--- src/rtl/data_mem_ctrl.sv ---
// data_mem_ctrl: single-outstanding load/store bridge between the core data
// port and a synchronous-read block RAM. Stalls the core until each access
// retires, drives registered RAM controls, and extends load data.
//
// state | meaning
// ------+-----------------------------------------------------------
// IDLE  | waiting for cpu_req; accepts and launches a new access
// WRITE | RAM enable/strobes presented; store commits on exiting edge
// READ  | RAM enable presented for the load; latency counter armed next
// WAIT  | counting down RAM read latency; capture data at count 1
// DONE  | load retire cycle, cpu_rvalid pulse
// ERR   | misaligned/illegal retire cycle, cpu_err pulse
module data_mem_ctrl #(
  parameter int ADDR_W   = 16,
  parameter int READ_LAT = 1
) (
  input  logic              clk,
  input  logic              rst,
  input  logic              cpu_req,
  input  logic              cpu_we,
  input  logic [1:0]        cpu_size,
  input  logic              cpu_unsigned,
  input  logic [31:0]       cpu_addr,
  input  logic [31:0]       cpu_wdata,
  output logic              cpu_stall,
  output logic [31:0]       cpu_rdata,
  output logic              cpu_rvalid,
  output logic              cpu_err,
  output logic              ram_ena,
  output logic [3:0]        ram_wea,
  output logic [ADDR_W-1:0] ram_addr,
  output logic [31:0]       ram_dina,
  input  logic [31:0]       ram_douta
);

  localparam logic [2:0] IDLE  = 3'd0;
  localparam logic [2:0] WRITE = 3'd1;
  localparam logic [2:0] READ  = 3'd2;
  localparam logic [2:0] WAIT  = 3'd3;
  localparam logic [2:0] DONE  = 3'd4;
  localparam logic [2:0] ERR   = 3'd5;

  localparam logic [1:0] SZ_BYTE = 2'b00;
  localparam logic [1:0] SZ_HALF = 2'b01;
  localparam logic [1:0] SZ_WORD = 2'b10;

  localparam int CNT_W = 2;

  logic [2:0]       state;
  logic [CNT_W-1:0] cnt;
  logic [1:0]       ld_size;
  logic             ld_uns;
  logic [1:0]       ld_off;

  logic             misaligned;
  logic [3:0]       st_wea;
  logic [31:0]      st_dina;
  logic [7:0]       ld_byte;
  logic [15:0]      ld_half;
  logic [31:0]      ld_ext;

  // Byte address bits above the RAM window wrap and are deliberately dropped.
  logic unused_addr_hi;
  assign unused_addr_hi = ^cpu_addr[31:ADDR_W+2];

  // Core handshake and retire pulses; stall is forced low while in reset so
  // every output reads 0 regardless of what the core is driving.
  always_comb begin
    cpu_stall  = rst & (((state == IDLE) && cpu_req) || (state == READ) || (state == WAIT));
    cpu_rvalid = (state == DONE);
    cpu_err    = (state == ERR);
  end

  // Alignment check for the request presented in IDLE.
  always_comb begin
    misaligned = 1'b0;
    case (cpu_size)
      SZ_BYTE: misaligned = 1'b0;
      SZ_HALF: misaligned = cpu_addr[0];
      SZ_WORD: misaligned = (cpu_addr[1:0] != 2'b00);
      default: misaligned = 1'b1;
    endcase
  end

  // Store lane replication and byte strobes, little-endian lanes.
  always_comb begin
    st_wea  = 4'b1111;
    st_dina = cpu_wdata;
    case (cpu_size)
      SZ_BYTE: begin
        st_wea  = 4'b0001 << cpu_addr[1:0];
        st_dina = {4{cpu_wdata[7:0]}};
      end
      SZ_HALF: begin
        st_wea  = cpu_addr[1] ? 4'b1100 : 4'b0011;
        st_dina = {2{cpu_wdata[15:0]}};
      end
      default: begin
        st_wea  = 4'b1111;
        st_dina = cpu_wdata;
      end
    endcase
  end

  // Load lane select and sign/zero extension using the latched access shape.
  always_comb begin
    ld_byte = ram_douta[7:0];
    case (ld_off)
      2'd0:    ld_byte = ram_douta[7:0];
      2'd1:    ld_byte = ram_douta[15:8];
      2'd2:    ld_byte = ram_douta[23:16];
      default: ld_byte = ram_douta[31:24];
    endcase
    ld_half = ld_off[1] ? ram_douta[31:16] : ram_douta[15:0];
    case (ld_size)
      SZ_BYTE: ld_ext = {{24{ld_byte[7] & ~ld_uns}}, ld_byte};
      SZ_HALF: ld_ext = {{16{ld_half[15] & ~ld_uns}}, ld_half};
      default: ld_ext = ram_douta;
    endcase
  end

  // Access sequencer: launches RAM cycles, times the read latency, retires.
  always_ff @(posedge clk or negedge rst) begin
    if (!rst) begin
      state     <= IDLE;
      cnt       <= '0;
      ld_size   <= '0;
      ld_uns    <= 1'b0;
      ld_off    <= '0;
      cpu_rdata <= '0;
      ram_ena   <= 1'b0;
      ram_wea   <= '0;
      ram_addr  <= '0;
      ram_dina  <= '0;
    end else begin
      case (state)
        IDLE: begin
          if (cpu_req) begin
            if (misaligned) begin
              state <= ERR;
            end else begin
              ram_ena  <= 1'b1;
              ram_addr <= cpu_addr[ADDR_W+1:2];
              if (cpu_we) begin
                ram_wea  <= st_wea;
                ram_dina <= st_dina;
                state    <= WRITE;
              end else begin
                ram_wea <= 4'b0000;
                ld_size <= cpu_size;
                ld_uns  <= cpu_unsigned;
                ld_off  <= cpu_addr[1:0];
                state   <= READ;
              end
            end
          end
        end
        WRITE: begin
          ram_ena <= 1'b0;
          ram_wea <= 4'b0000;
          state   <= IDLE;
        end
        READ: begin
          ram_ena <= 1'b0;
          cnt     <= CNT_W'(READ_LAT);
          state   <= WAIT;
        end
        WAIT: begin
          cnt <= cnt - 1'b1;
          if (cnt == CNT_W'(1)) begin
            cpu_rdata <= ld_ext;
            state     <= DONE;
          end
        end
        DONE:    state <= IDLE;
        ERR:     state <= IDLE;
        default: state <= IDLE;
      endcase
    end
  end

endmodule

--- config.mk ---
export PLATFORM = sky130hd
export DESIGN_NAME = data_mem_ctrl
export DESIGN_NICKNAME = d
export VERILOG_FILES = /design/src/rtl/data_mem_ctrl.sv
export SDC_FILE = /design/constraint.sdc
export NUM_CORES = 1
export LEC_CHECK = 0
export ABC_AREA = 1
export BUFFER_PORTS_ARGS = -buffer_cell sky130_fd_sc_hd__buf_2
export CAP_MARGIN = 20
export CORE_MARGIN = 3
export CORE_UTILIZATION = 44
export DETAILED_ROUTE_END_ITERATION = 16
export MAX_ROUTING_LAYER = met4
export PLACE_DENSITY = 0.76
export RECOVER_POWER = 100
export SLEW_MARGIN = 25
export SYNTH_ARGS = -nofsm -noshare
export SYNTH_HDL_FRONTEND = slang
export SYNTH_SLANG_ARGS = --single-unit
--- constraint.sdc ---
create_clock -name clk -period 1.5 [get_ports clk]
set_input_delay 0.075 -clock clk [delete_from_list [all_inputs] [get_ports clk]]
set_output_delay 0.075 -clock clk [all_outputs]
set_load 0.005 [all_outputs]
* Word-level counts from Yosys, hierarchy flattened
Cells that the tools add are included. Widths: inputs -> output; s select.
Storage, ports and cells: output and inout bits 88, bits of input ports 103, register bits 95
Cells by class: equality and inequality tests 14, muxes and demuxes 20, reduce and logical (&&, ||, !) cells 19, shift-type cells 1, bitwise operators 6, $add $sub $neg 1
Operators by type and width (count):
- $pmux 32 s2 | 2
- $pmux 8 s3 | 1
- $mux 16 | 1
- $mux 4 | 4
- $pmux 4 s2 | 2
- $mux 3 | 3
- $pmux 3 s3 | 1
- $reduce_and 3->1 | 3
- $eq 2x1->1 const B | 4
- $reduce_and 4->1 | 2
- $reduce_bool 2->1 | 4
- $eq 3x2->1 const B | 2
- $eq 3x3->1 const B | 2
- $logic_not 2->1 | 3
- $eq 2x2->1 const B | 2
- $ne 2x2->1 const B | 2
- $pmux 2 s2 | 1
- $reduce_and 2->1 | 2
- $shl 1x2->4 const A | 1
- $and 1x1->1 | 3
- $eq 3x1->1 const B | 1
- $logic_not 3->1 | 1
- $not 1->1 | 3
- $pmux 1 s3 | 1
- other kinds (8) | 10

* Longest topological paths before layout
Gate-level depths: netlist of the first run.
word-level depth 6, gate-level depth with buffers 10, gate-level depth less buffers 8

* Least setup slack after synthesis of the first run
Ideal clock, no wire load.
path kind register to register, from register state[0], to register ram_dina[10], cell stages (with the launch flop) 11, arrival 1.281 ns, slack 0.089 ns, period minus slack after synthesis 1.411 ns, library setup time 0.130 ns, path buffers 2, cell sequence dfrtp_1 inv_2 nand2_2 nor2_4 nand2_2 nor2_4 nand2_2 buf_6 buf_6 nand2_1 o21ai_1
On the way: longest elaborated chain between the ends 2
Ends and longest elaborated chain:
- start: declaration | line 49 | logic [2:0] state;
- start signal: assignment | line 125 | state <= IDLE;
- start signal: assignment | line 140 | state <= ERR;
- start signal: assignment | line 147 | state <= WRITE;
- $logic_not 3->1 | line 136 | case (state)
- $reduce_and 4->1 (no source line)
- end signal: assignment | line 146 | ram_dina <= st_dina;
- end: declaration | line 32 | output logic [31:0] ram_dina,
No other way between the ends. A chain may end at the register's enable or synchronous reset.

* Worst setup path after layout of the first run
from register state[1], to register cpu_rdata[19]
On the way: longest elaborated chain between the ends 2
Ends and longest elaborated chain:
- $eq 3x2->1 | line 136
- $reduce_and 2->1 (no source line)
- end signal: assignment | line 171 | cpu_rdata <= ld_ext;
- end: declaration | line 26 | output logic [31:0] cpu_rdata,
No other way between the ends.

==> metrics.md, run 1 <==
| Metric | Value |
|---|---|
| Reg-to-reg slack, setup | `-0.04 ns` |
| Failing checks | `setup timing` |
| Mapped Cells | `640` |
| Util after Layout | `between 60 and 70%` |
| Placed Instances | `~940` |
| Fin crit period | `~1.5 ns` |
| Sink Count | `95` |
| Layout cells sized above 1 | `between 30 and 40%` |
| Worst Path Max Fanout | `8` |
| Worst path buffer plus inverter count | `5` |
| Global-route wire length before repair | `about 23000 um` |
| Io pins | `approximately 190` |
| Number of flops mapped to enable cells by yosys | `0` |
| Clock Latency Late Sink | `about 0.37 ns` |
| CP max stage cell | `dfrtp_1` |
| Routed WL | `16000 um` |
| Routed WL per cell | `roughly 16 um` |
| Max-capacitance violation count | `0` |
| Number of core rows | `37` |
| Crit Path Category | `flip-flop to flip-flop` |
| CTS root buf | `clkbuf_8` |
| Post-synth top flop | `dfrtp_1` |
| Rel. slew slack | `a little over two fifths` |
| Distinct cells, synth | `32` |
| RSZ-0062 raised after global routing | `yes` |
| Non-filler instance count after layout | `slightly above 1000` |
| Setup slack after layout | `-0.0445 ns` |
| P&R area growth vs syn | `45.6%` |
| Global-route usage over all layers | `a little under a quarter` |
| Max Clk Rate | `between 600 and 700 MHz` |
| CTS Buf Count | `9` |
| IO Port Bufs | `176` |
| H-tree Lvls | `3` |
| Register clock-pin slew on the reported worst setup and hold paths | `about 0.1 ns` |
| Detail Route Antenna Nets | `0` |
| TritonRoute pass-1 iters | `5` |
| Final Skew | `roughly 0.013 ns` |
| GP Congestion | `~0.84` |
| Worst slew pin tran | `0.863 ns` |
| Syn nets | `744` |
| Die Area | `between 10000 and 15000 um^2` |
| Syn. warnings | `0` |
| Syn avg cell area | `7.59 um^2` |
| Worst min-delay path class | `input port to flip-flop` |
| Largest net degree at the start of global routing | `96` |
| Final setup fails | `31` |
| Crit path arrival time | `between 1.5 and 2 ns` |
| Ant. Diodes | `0` |
| Starting density of the core | `between 40 and 50%` |
| Final nets | `988` |
| Die width | `about 110 um` |
| Initial antenna violation count | `0` |
| Critical Path Max Stage Delay | `about 0.41 ns` |
| Async set-reset flop share out of synthesis | `100%` |
| CTS tree | `built` |
| Pre-CTS setup slack | `-0.0129 ns` |
| Total congestion overflow | `0` |
| Outcome | `finished with violations` |
| Detailed Place HPWL | `9580 um` |
| Cell leakage power | `3.72 nW` |
| Final worst path period share | `103%` |
| Family with the most delay on the worst path | `buffers and inverters` |
| Slew Limit Fails | `0` |
| Crit path cell chain | `inv_2 -> buf_4 -> nor2_4 -> nand2_2 -> nor2_4 -> buf_12 -> clkbuf_16 -> or2_2 -> nand2_1 -> inv_1` |
| Setup crit end kind | `flip-flop` |
| WP data required | `~1.8 ns` |
| Core ar. | `10500 um^2` |
| Hold Vio Cnt, Final | `0` |
| Post-synthesis sequential area ratio | `48.9%` |
| Most common cell on crit path | `nor2_4` |
| Vias in the first global route | `4848` |
| DR DRC count | `0` |
| Final hold slack | `0.0145 ns` |
| Vias | `around 5200` |
| Power Dens Cells | `about 1700 nW/um^2` |
| Longest Clk Path Bufs | `2` |
| Initial detailed-routing violation count | `around 320` |
| Worst vdd ir | `0.000911 V` |
| Mapped cell area | `~4900 um^2` |
| #FFs+latches synth | `95` |
| Via/cell ratio | `between 5 and 6` |
| Crit path launch type | `flip-flop` |
| Die H | `between 100 and 150 um` |
[worst paths after layout]
path                       cells past startpoint           from             to
hold reg to reg                                1         cnt[0]         cnt[0]
setup reg to reg                              10       state[1]  cpu_rdata[19]
min in group asynchronous                      3            rst   cpu_rdata[2]
hold / removal                                 3  cpu_wdata[10]   ram_dina[10]
max in group asynchronous                      3            rst       state[2]
setup / recovery                              10       state[1]  cpu_rdata[19]
[Yosys cell counts (8+ instances only)]
master,n,area [um^2]
nand2_1,185,694
dfrtp_1,95,2380
inv_1,61,229
nor2_1,61,229
o21ai_0,37,185
a21oi_1,36,180
nand3_1,34,170
o21ai_1,26,130
or2_2,24,150
buf_2,13,65.1
or2_1,11,68.8
clkbuf_1,9,33.8
a21boi_1,8,60.1
[stage by stage]
| step | cell area (um^2) | TNS (ns) | total power (W) |
|---|---|---|---|
| 4_1_cts | 6630 | -0.00606 | 0.0115 |
| 6_report | 7070 | -0.692 | 0.0122 |
| 3_5_place_dp | 5970 | -0.0276 | 0.00955 |
| 2_1_floorplan | 4860 | 0 | 0.00730 |
| 3_3_place_gp | 5970 | 0 | 0.00940 |
| 5_1_grt | 7070 | -6.79 | 0.0132 |
[placed cells by master, fill, tap and decap left out, types with 3 or more instances in the layout]
cell and instances:
o21ai_1 23, clkbuf_8 11, nor2_2 3, o21ai_0 31
buf_2 124, buf_4 24, nor3_1 3, nand3_1 33
clkbuf_1 52, dfrtp_1 93, nand2_2 11, buf_6 6
inv_2 5, or2_1 11, a21boi_1 7, a21oi_1 36
clkbuf_16 7, inv_1 60, nor2_4 6, nand2_1 166
dlygate4sd3_1 43, nand2_4 14, o21ai_2 12, or2_2 23
buf_12 6, nor2_1 57, clkinvlp_4 4
[logic make-up (layout without fill, tap and decap cells)]
| kind of cell | count (synthesis) | count (layout) | share of synthesized area [%] |
|---|---|---|---|
| buffers and inverters | 97 | 346 | 8.60 |
| flip-flops | 95 | 95 | 48.9 |
| AND/OR/NAND/NOR | 334 | 334 | 29.8 |
| AO/OA/AOI/OAI | 113 | 113 | 12.4 |
| adder cells (fa/ha/maj) | 1 | 1 | 0.258 |
[per-layer routing]
metal / routed length, um / GRT usage, % / vias to the layer above / share of wire (%)
met5: 0 / - / - / 0
met4: 493 / 8.35 / 0 / 3.1
met3: 1460 / 6.11 / 44 / 9.1
met2: 7670 / 37.8 / 276 / 48
met1: 6400 / 29.8 / 2381 / 40
li1: - / - / 2493 / -
[repair_timing]
action	4_1_cts	5_1_grt
gates resized for setup	3	64
hold endpoints to repair	136	1
cloned	0	12
pin swaps	1	11
setup endpoints to repair	11	84
setup buffers	3	9
hold buffers	42	1
[where the power goes]
group | internal (W) | switching (W) | total (W)
registers | 0.00377 | 0.000810 | 0.00458
clock network | 0.000874 | 0.000946 | 0.00182
logic | 0.00273 | 0.00311 | 0.00584
[state kept, by name, summed over array words and instances, names as in the netlist]
name and cells:
ram_addr 16, ld_off 2, state 3, ram_dina 32, ld_size 2, ram_wea 4, ram_ena 1, cpu_rdata 32
cnt 2, ld_uns 1
[layout make-up]
cell class / count / area [um^2]
fillers: 870 / 3440
flip-flops and latches: 95 / 2380
multi-input cells: 448 / 2260
repair buffers: 262 / 1790
inverters: 67 / 256
well taps: 136 / 170
clock buffers: 11 / 151
clock inverters: 5 / 62.6
repair inverters: 1 / 7.51
[worst min-delay path, delay by kind of cell]
family / cells / cell delay, ns
AOI/OAI and AO/OA: 2 / 0.19
buffers and inverters: 1 / 0.09
No activity file was read; power rests on OpenSTA's default activity.
==> run 2, diff against run 1 <==
==> constraint.sdc (replaced) <==
create_clock -name clk -period 1.4 [get_ports clk]
set_input_delay 0.07 -clock clk [delete_from_list [all_inputs] [get_ports clk]]
set_output_delay 0.07 -clock clk [all_outputs]
set_load 0.005 [all_outputs]
==> metrics.md, run 2 (synthesis results as in run 1) <==
| Metric | Value |
|---|---|
| Worst vdd ir | `0.00114 V (+25%)` |
| GP Congestion | `0.835 (-0.95%)` |
| Final nets | `1003 (+1.5%)` |
| Die width | `111 um (unchanged)` |
| Util after Layout | `72.5% (+5.2 points)` |
| RSZ-0062 raised after global routing | `yes` |
| Die H | `111 um (unchanged)` |
| Crit path launch type | `flip-flop` |
| Worst path buffer plus inverter count | `3 (-2)` |
| P&R area growth vs syn | `56.9%` |
| Register clock-pin slew on the reported worst setup and hold paths | `0.10 ns (about the same)` |
| CTS Buf Count | `9 (unchanged)` |
| Rel. slew slack | `41.1% (-1.3 points)` |
| Routed WL | `18300 um (+14%)` |
| Worst min-delay path class | `input port to flip-flop` |
| Ant. Diodes | `0 (unchanged)` |
| Initial detailed-routing violation count | `506 (+61%)` |
| Sink Count | `95 (unchanged)` |
| Final Skew | `0.0151 ns (+0.00260 ns)` |
| Total congestion overflow | `0 (unchanged)` |
| Pre-CTS setup slack | `-0.0809 ns (-0.0680 ns)` |
| Routed WL per cell | `17.6 um (+13%)` |
| Final worst path period share | `106% (+3.4 points)` |
| CTS tree | `built` |
| Global-route wire length before repair | `24300 um (+4.4%)` |
| Worst slew pin tran | `0.883 ns (+0.0195 ns)` |
| Io pins | `191 (unchanged)` |
| Layout cells sized above 1 | `39.3% (+9.1 points)` |
| Critical Path Max Stage Delay | `0.39 ns (-0.02 ns)` |
| Final hold slack | `0.0127 ns (-0.00189 ns)` |
| Cell leakage power | `3.90 nW (+4.8%)` |
| Detailed Place HPWL | `9470 um (-1.1%)` |
| Longest Clk Path Bufs | `2 (unchanged)` |
| Crit path cell chain | `inv_2 -> nand2_4 -> nor2_4 -> nand2_4 -> nor2_4 -> buf_6 -> nand2_4 -> buf_12 -> o21ai_1` |
| TritonRoute pass-1 iters | `5 (unchanged)` |
| WP data required | `1.69 ns (-0.07 ns)` |
| Family with the most delay on the worst path | `simple AND/OR/NAND/NOR gates` |
| Crit Path Category | `flip-flop to flip-flop` |
| Number of core rows | `37 (unchanged)` |
| Worst Path Max Fanout | `17 (+9)` |
| Commonest non-fill, non-tap cell in the layout | `nand2_1` |
| Die Area | `12300 um^2 (unchanged)` |
| Slew Limit Fails | `0 (unchanged)` |
| CP max stage cell | `dfrtp_1` |
| Outcome | `finished with violations` |
| Max Clk Rate | `671 MHz (+3.7%)` |
| Failing checks | `setup timing` |
| Power Dens Cells | `1880 nW/um^2 (+8.4%)` |
| Fin crit period | `1.49 ns (-0.0552 ns)` |
| Crit path arrival time | `1.78 ns (-0.03 ns)` |
| H-tree Lvls | `3 (unchanged)` |
| Final setup fails | `64 (+110%)` |
| Starting density of the core | `46.2% (unchanged)` |
| Detail Route Antenna Nets | `0 (unchanged)` |
| Vias in the first global route | `5020 (+3.5%)` |
| Vias | `5577 (+7.4%)` |
| Global-route usage over all layers | `25.0% (+1.2 points)` |
| Setup TNS | `-2.22 ns (-1.53 ns)` |
| Commonest cells after routing, fill and taps aside | `142 x nand2_1, 125 x buf_2, 92 x dfrtp_1` |
| Hold Vio Cnt, Final | `0 (unchanged)` |
| Via/cell ratio | `5.36 (+5.8%)` |
| IO Port Bufs | `176 (unchanged)` |
| Setup crit end kind | `flip-flop` |
| Most common cell on crit path | `nand2_4` |
| Setup slack after layout | `-0.0893 ns (-0.0448 ns)` |
| Initial antenna violation count | `0 (unchanged)` |
| DR DRC count | `0 (unchanged)` |
| Max-capacitance violation count | `0 (unchanged)` |
| Clock Latency Late Sink | `0.37 ns (about the same)` |
| CTS root buf | `clkbuf_8` |
| Largest net degree at the start of global routing | `96 (unchanged)` |
| Biggest regs | `cpu_rdata x32, ram_dina x32, ram_addr x16` |
| Core ar. | `10500 um^2 (unchanged)` |
-- run 2: changes by cell type in the layout (fill, tap and decap cells not counted), moves of 7 or more --
cell     previous run  this run
nor2_1             57        45
o21ai_1            23        16
nand2_1           166       142
nand3_2             2         9
nand2_2            11        27
o21ai_2            12        28
or2_2              23        16
nor2_2              3        13
nand3_1            33        24
nand2_4            14        22
o21ai_0            31        22
or2_4               1         8
-- run 2: stage by stage --
step | area, um^2 | std cells | total power (W)
floorplan | 4860 | 640 | 0.00783
global placement | 5990 | 945 | 0.0101
detailed placement | 5990 | 945 | 0.0103
CTS | 6800 | 1015 | 0.0125
global route | 7620 | 1040 | 0.0153
finish | 7620 | 1040 | 0.0143
-- run 2: layer usage --
| metal | vias to the layer above | global-route usage [%] | part of all wire, % | wire length (um) |
|---|---|---|---|---|
| met5 | - | - | 0 | 0 |
| met3 | 65 | 5.95 | 9.7 | 1790 |
| met4 | 0 | 8.60 | 3.5 | 648 |
| met1 | 2625 | 31.8 | 38 | 7000 |
| met2 | 351 | 39.3 | 49 | 8900 |
| li1 | 2536 | - | - | - |
-- run 2: worst paths after layout --
path | from | to | slack, ns | depth (start not counted)
min in group asynchronous | rst | cpu_rdata[3] | 0.44 | 3
worst min register to register | cpu_rdata[7] | cpu_rdata[7] | 0.48 | 2
worst max register to register | state[1] | ram_dina[17] | -0.09 | 9
max in group asynchronous | rst | ld_size[1] | 0.28 | 3
worst max-delay path | state[1] | ram_dina[17] | -0.09 | 9
worst min-delay path | cpu_wdata[22] | ram_dina[22] | 0.01 | 3
-- run 2: final cells by class --
| cell class | instances | area (um^2) |
|---|---|---|
| inverter | 67 | 256 |
| fill | 752 | 2890 |
| sequential | 95 | 2380 |
| tap | 136 | 170 |
| multi-input combinational | 449 | 2590 |
| clock buffer | 9 | 124 |
| timing repair buffer | 277 | 2020 |
| clock inverter | 7 | 72.6 |
-- run 2: worst min-delay path, cell delays in order --
cell and delay [ns]:
buf_2 0.09, a21oi_1 0.07, o21ai_2 0.12
-- run 2: repair_timing --
action | 4_1_cts | 5_1_grt
pin swaps | 4 | 23
hold endpoints to repair | 140 | 0
endpoints found under the setup margin | 49 | 91
hold buffers | 46 | 0
cloned | 1 | 17
resized for setup | 16 | 162
setup buffers | 7 | 9
-- run 2: where the power goes --
group / switching (W) / total, W / internal (W)
logic: 0.00387 / 0.00740 / 0.00353
clock network: 0.00102 / 0.00185 / 0.000829
registers: 0.00100 / 0.00504 / 0.00404
total: 0.00589 / 0.0143 / 0.00840
==> run 3, diff against run 2 <==
--- a/config.mk
+++ b/config.mk
@@ -8,11 +8,13 @@
 export ABC_AREA = 1
 export BUFFER_PORTS_ARGS = -buffer_cell sky130_fd_sc_hd__buf_2
 export CAP_MARGIN = 20
+export CELL_PAD_IN_SITES_DETAIL_PLACEMENT = 1
+export CELL_PAD_IN_SITES_GLOBAL_PLACEMENT = 2
 export CORE_MARGIN = 3
-export CORE_UTILIZATION = 44
+export CORE_UTILIZATION = 24
 export DETAILED_ROUTE_END_ITERATION = 16
 export MAX_ROUTING_LAYER = met4
-export PLACE_DENSITY = 0.76
+export PLACE_DENSITY_LB_ADDON = 0.1
 export RECOVER_POWER = 100
 export SLEW_MARGIN = 25
 export SYNTH_ARGS = -nofsm -noshare
==> metrics.md, run 3 (synthesis results as in run 1) <==
| Metric | Value |
|---|---|
| Commonest non-fill, non-tap cell in the layout | `nand2_1` |
| Worst vdd ir | `0.000697 V (-39%)` |
| Global-route usage over all layers | `17.1% (-7.9 points)` |
| FILL cells | `2451 (+230%)` |
| Crit path launch type | `flip-flop` |
| Final Cell Area | `7600 um^2 (-0.21%)` |
| Failing checks | `setup timing` |
| Pre-CTS setup slack | `-0.179 ns (-0.0982 ns)` |
| Biggest regs | `cpu_rdata x32, ram_dina x32, ram_addr x16` |
| Die H | `148 um (+33%)` |
| Register clock-pin slew on the reported worst setup and hold paths | `0.07 ns (-0.03 ns)` |
| Area occupied by multi-input gates | `2580 um^2 (-0.53%)` |
| TritonRoute pass-1 iters | `4 (-1)` |
| Worst min-delay path class | `input port to flip-flop` |
| Outcome | `finished with violations` |
| RSZ-0062 raised after global routing | `yes` |
| Max-capacitance violation count | `0 (unchanged)` |
| Core ar. | `19700 um^2 (+87%)` |
| Placed Instances | `1085 (+15%)` |
| Io pins | `191 (unchanged)` |
| WP data required | `1.63 ns (-0.06 ns)` |
| Longest Clk Path Bufs | `2 (unchanged)` |
| Fin crit period | `1.50 ns (+0.00990 ns)` |
| Total congestion overflow | `0 (unchanged)` |
| Crit Path Category | `flip-flop to flip-flop` |
| Register Area | `2380 um^2 (about the same)` |
| Detail Route Antenna Nets | `0 (unchanged)` |
| CTS Buf Count | `9 (unchanged)` |
| Final Skew | `0.00645 ns (-0.00866 ns)` |
| CTS root buf | `clkbuf_16` |
| IO Port Bufs | `176 (unchanged)` |
| Die Area | `22000 um^2 (+78%)` |
| CP max stage cell | `dfrtp_1` |
| Final nets | `978 (-2.5%)` |
| Vias | `5032 (-9.8%)` |
| Final worst path period share | `107% (+0.71 points)` |
| Worst path buffer plus inverter count | `2 (-1)` |
| Number of core rows | `51 (+38%)` |
| Die width | `148 um (+33%)` |
| Routed WL | `19300 um (+5.4%)` |
| Slew Limit Fails | `0 (unchanged)` |
| Clock Latency Late Sink | `0.35 ns (-0.02 ns)` |
| Via/cell ratio | `4.39 (-18%)` |
| Cell leakage power | `3.80 nW (-2.7%)` |
| Starting density of the core | `24.7% (-22 points)` |
| Crit path arrival time | `1.73 ns (-0.05 ns)` |
| R2R Path End | `ram_dina[27]` |
| Most Crowded Layer GR | `met2` |
| WP depth | `9 (unchanged)` |
| Sink Count | `95 (unchanged)` |
| Non-filler instance count after layout | `1145 (+10%)` |
| GR Util met1 | `22.2% (-9.6 points)` |
| CTS tree | `built` |
| Detailed Place HPWL | `13100 um (+38%)` |
| Max Clk Rate | `667 MHz (-0.66%)` |
| Initial antenna violation count | `1 (+1)` |
| Commonest cells after routing, fill and taps aside | `145 x nand2_1, 122 x buf_2, 93 x dfrtp_1` |
| Vias in the first global route | `5307 (+5.7%)` |
| Global-route wire length before repair | `28700 um (+18%)` |
| P&R area growth vs syn | `56.6%` |
| Setup slack after layout | `-0.0992 ns (-0.00990 ns)` |
| Placed Area | `6250 um^2 (+4.3%)` |
| CP Capture Point | `ram_dina[27]` |
| Met2 usage | `27.6% (-12 points)` |
| H-tree Lvls | `3 (unchanged)` |
| Largest net degree at the start of global routing | `84 (-13%)` |
| Layout cells sized above 1 | `39.5% (+0.21 points)` |
| Crit path cell chain | `inv_2 -> nand2_4 -> nor2_4 -> nand2_2 -> nor2_4 -> nand2_4 -> buf_12 -> nand2_1 -> o21ai_1` |
| Rel. slew slack | `50.6% (+9.5 points)` |
| DR DRC count | `0 (unchanged)` |
| Setup crit start | `state[1]` |
| GP Congestion | `0.762 (-8.8%)` |
| Critical Path Max Stage Delay | `0.40 ns (about the same)` |
| Family with the most delay on the worst path | `simple AND/OR/NAND/NOR gates` |
| Power Dens Cells | `1980 nW/um^2 (+5.4%)` |
| Worst slew pin tran | `0.741 ns (-0.142 ns)` |
| Reg-to-reg slack, setup | `-0.1 ns (about the same)` |
| Routed WL per cell | `16.9 um (-4.2%)` |
| Final setup fails | `73 (+14%)` |
| Setup crit end kind | `flip-flop` |
| Hold Vio Cnt, Final | `0 (unchanged)` |
| Global Route met3 Usage | `2.93% (-3.0 points)` |
| R2R cell count | `9 (unchanged)` |
| Origin of the critical flop-to-flop path | `state[1]` |
| Initial detailed-routing violation count | `180 (-64%)` |
| Worst Path Max Fanout | `17 (unchanged)` |
run 3: changes by cell type in the layout (fill, tap and decap cells not counted), sizes merged:
cell         delta
clkinvlp        -1
clkinv          -2
dlygate4sd3    -25
clkbuf          +4
nand2           -1
bufinv          +1
buf             -1
diode           +1
run 3: through the flow:
stage	total power (W)	setup TNS (ns)	util, %	hold WS, ns
detailed placement	0.0108	-5.60	31.8	0.126
floorplan	0.00783	-0.104	-	-0.226
global placement	0.0106	-1.81	31.8	0.124
finish	0.0150	-4.98	38.7	0.00830
global route	0.0163	-13.60	38.7	0.0220
CTS	0.0141	-4.39	35.6	0.000430
run 3: how the worst min path moves through the flow:
stage                              from  depth (start not counted)  slack, ns            to
after floorplan                     rst                          0      -0.23        cnt[0]
after global placement              rst                          2       0.12    ld_size[1]
after detailed placement            rst                          2       0.13    ld_size[1]
after CTS                 cpu_wdata[31]                          3     0.0004  ram_dina[31]
after global routing       cpu_wdata[8]                          3       0.02   ram_dina[8]
final                     cpu_wdata[31]                          3      0.008  ram_dina[31]
run 3: per-layer routing:
metal	up-vias	wire length, um
met2	117	9420
met5	-	0
met4	0	209
met3	10	909
met1	2417	8790
li1	2488	-
run 3: what timing repair did:
item | in CTS | in global routing
setup buffers | 6 | 7
cloned | 3 | 8
endpoints found under the setup margin | 89 | 95
pin swaps | 2 | 38
hold buffers | 21 | 0
endpoints found under the hold margin | 115 | 0
resized for setup | 47 | 130
run 3: power by group:
group / internal, W / total (W) / switching [W]
combinational: 0.00349 / 0.00738 / 0.00389
sequential: 0.00404 / 0.00493 / 0.000883
clock: 0.00157 / 0.00273 / 0.00116
total: 0.00911 / 0.0150 / 0.00593
run 3: final cells by class:
| type | count | area share, % |
|---|---|---|
| Tap cell | 265 | 4.36 |
| Clock inverter | 5 | 1.07 |
| Clock buffer | 11 | 3.06 |
| Inverter | 67 | 3.37 |
| Timing Repair Buffer | 253 | 22.9 |
| Multi-Input combinational cell | 448 | 33.9 |
| Sequential cell | 95 | 31.3 |
| Antenna cell | 1 | 0.0329 |
run 3: worst register-to-register path, delay by kind of cell, from the launching register on:
kind / cells / cell delay, ns
simple gates: 6 / 0.63
compound gates: 1 / 0.06
buf+inv: 2 / 0.29
flops: 1 / 0.40
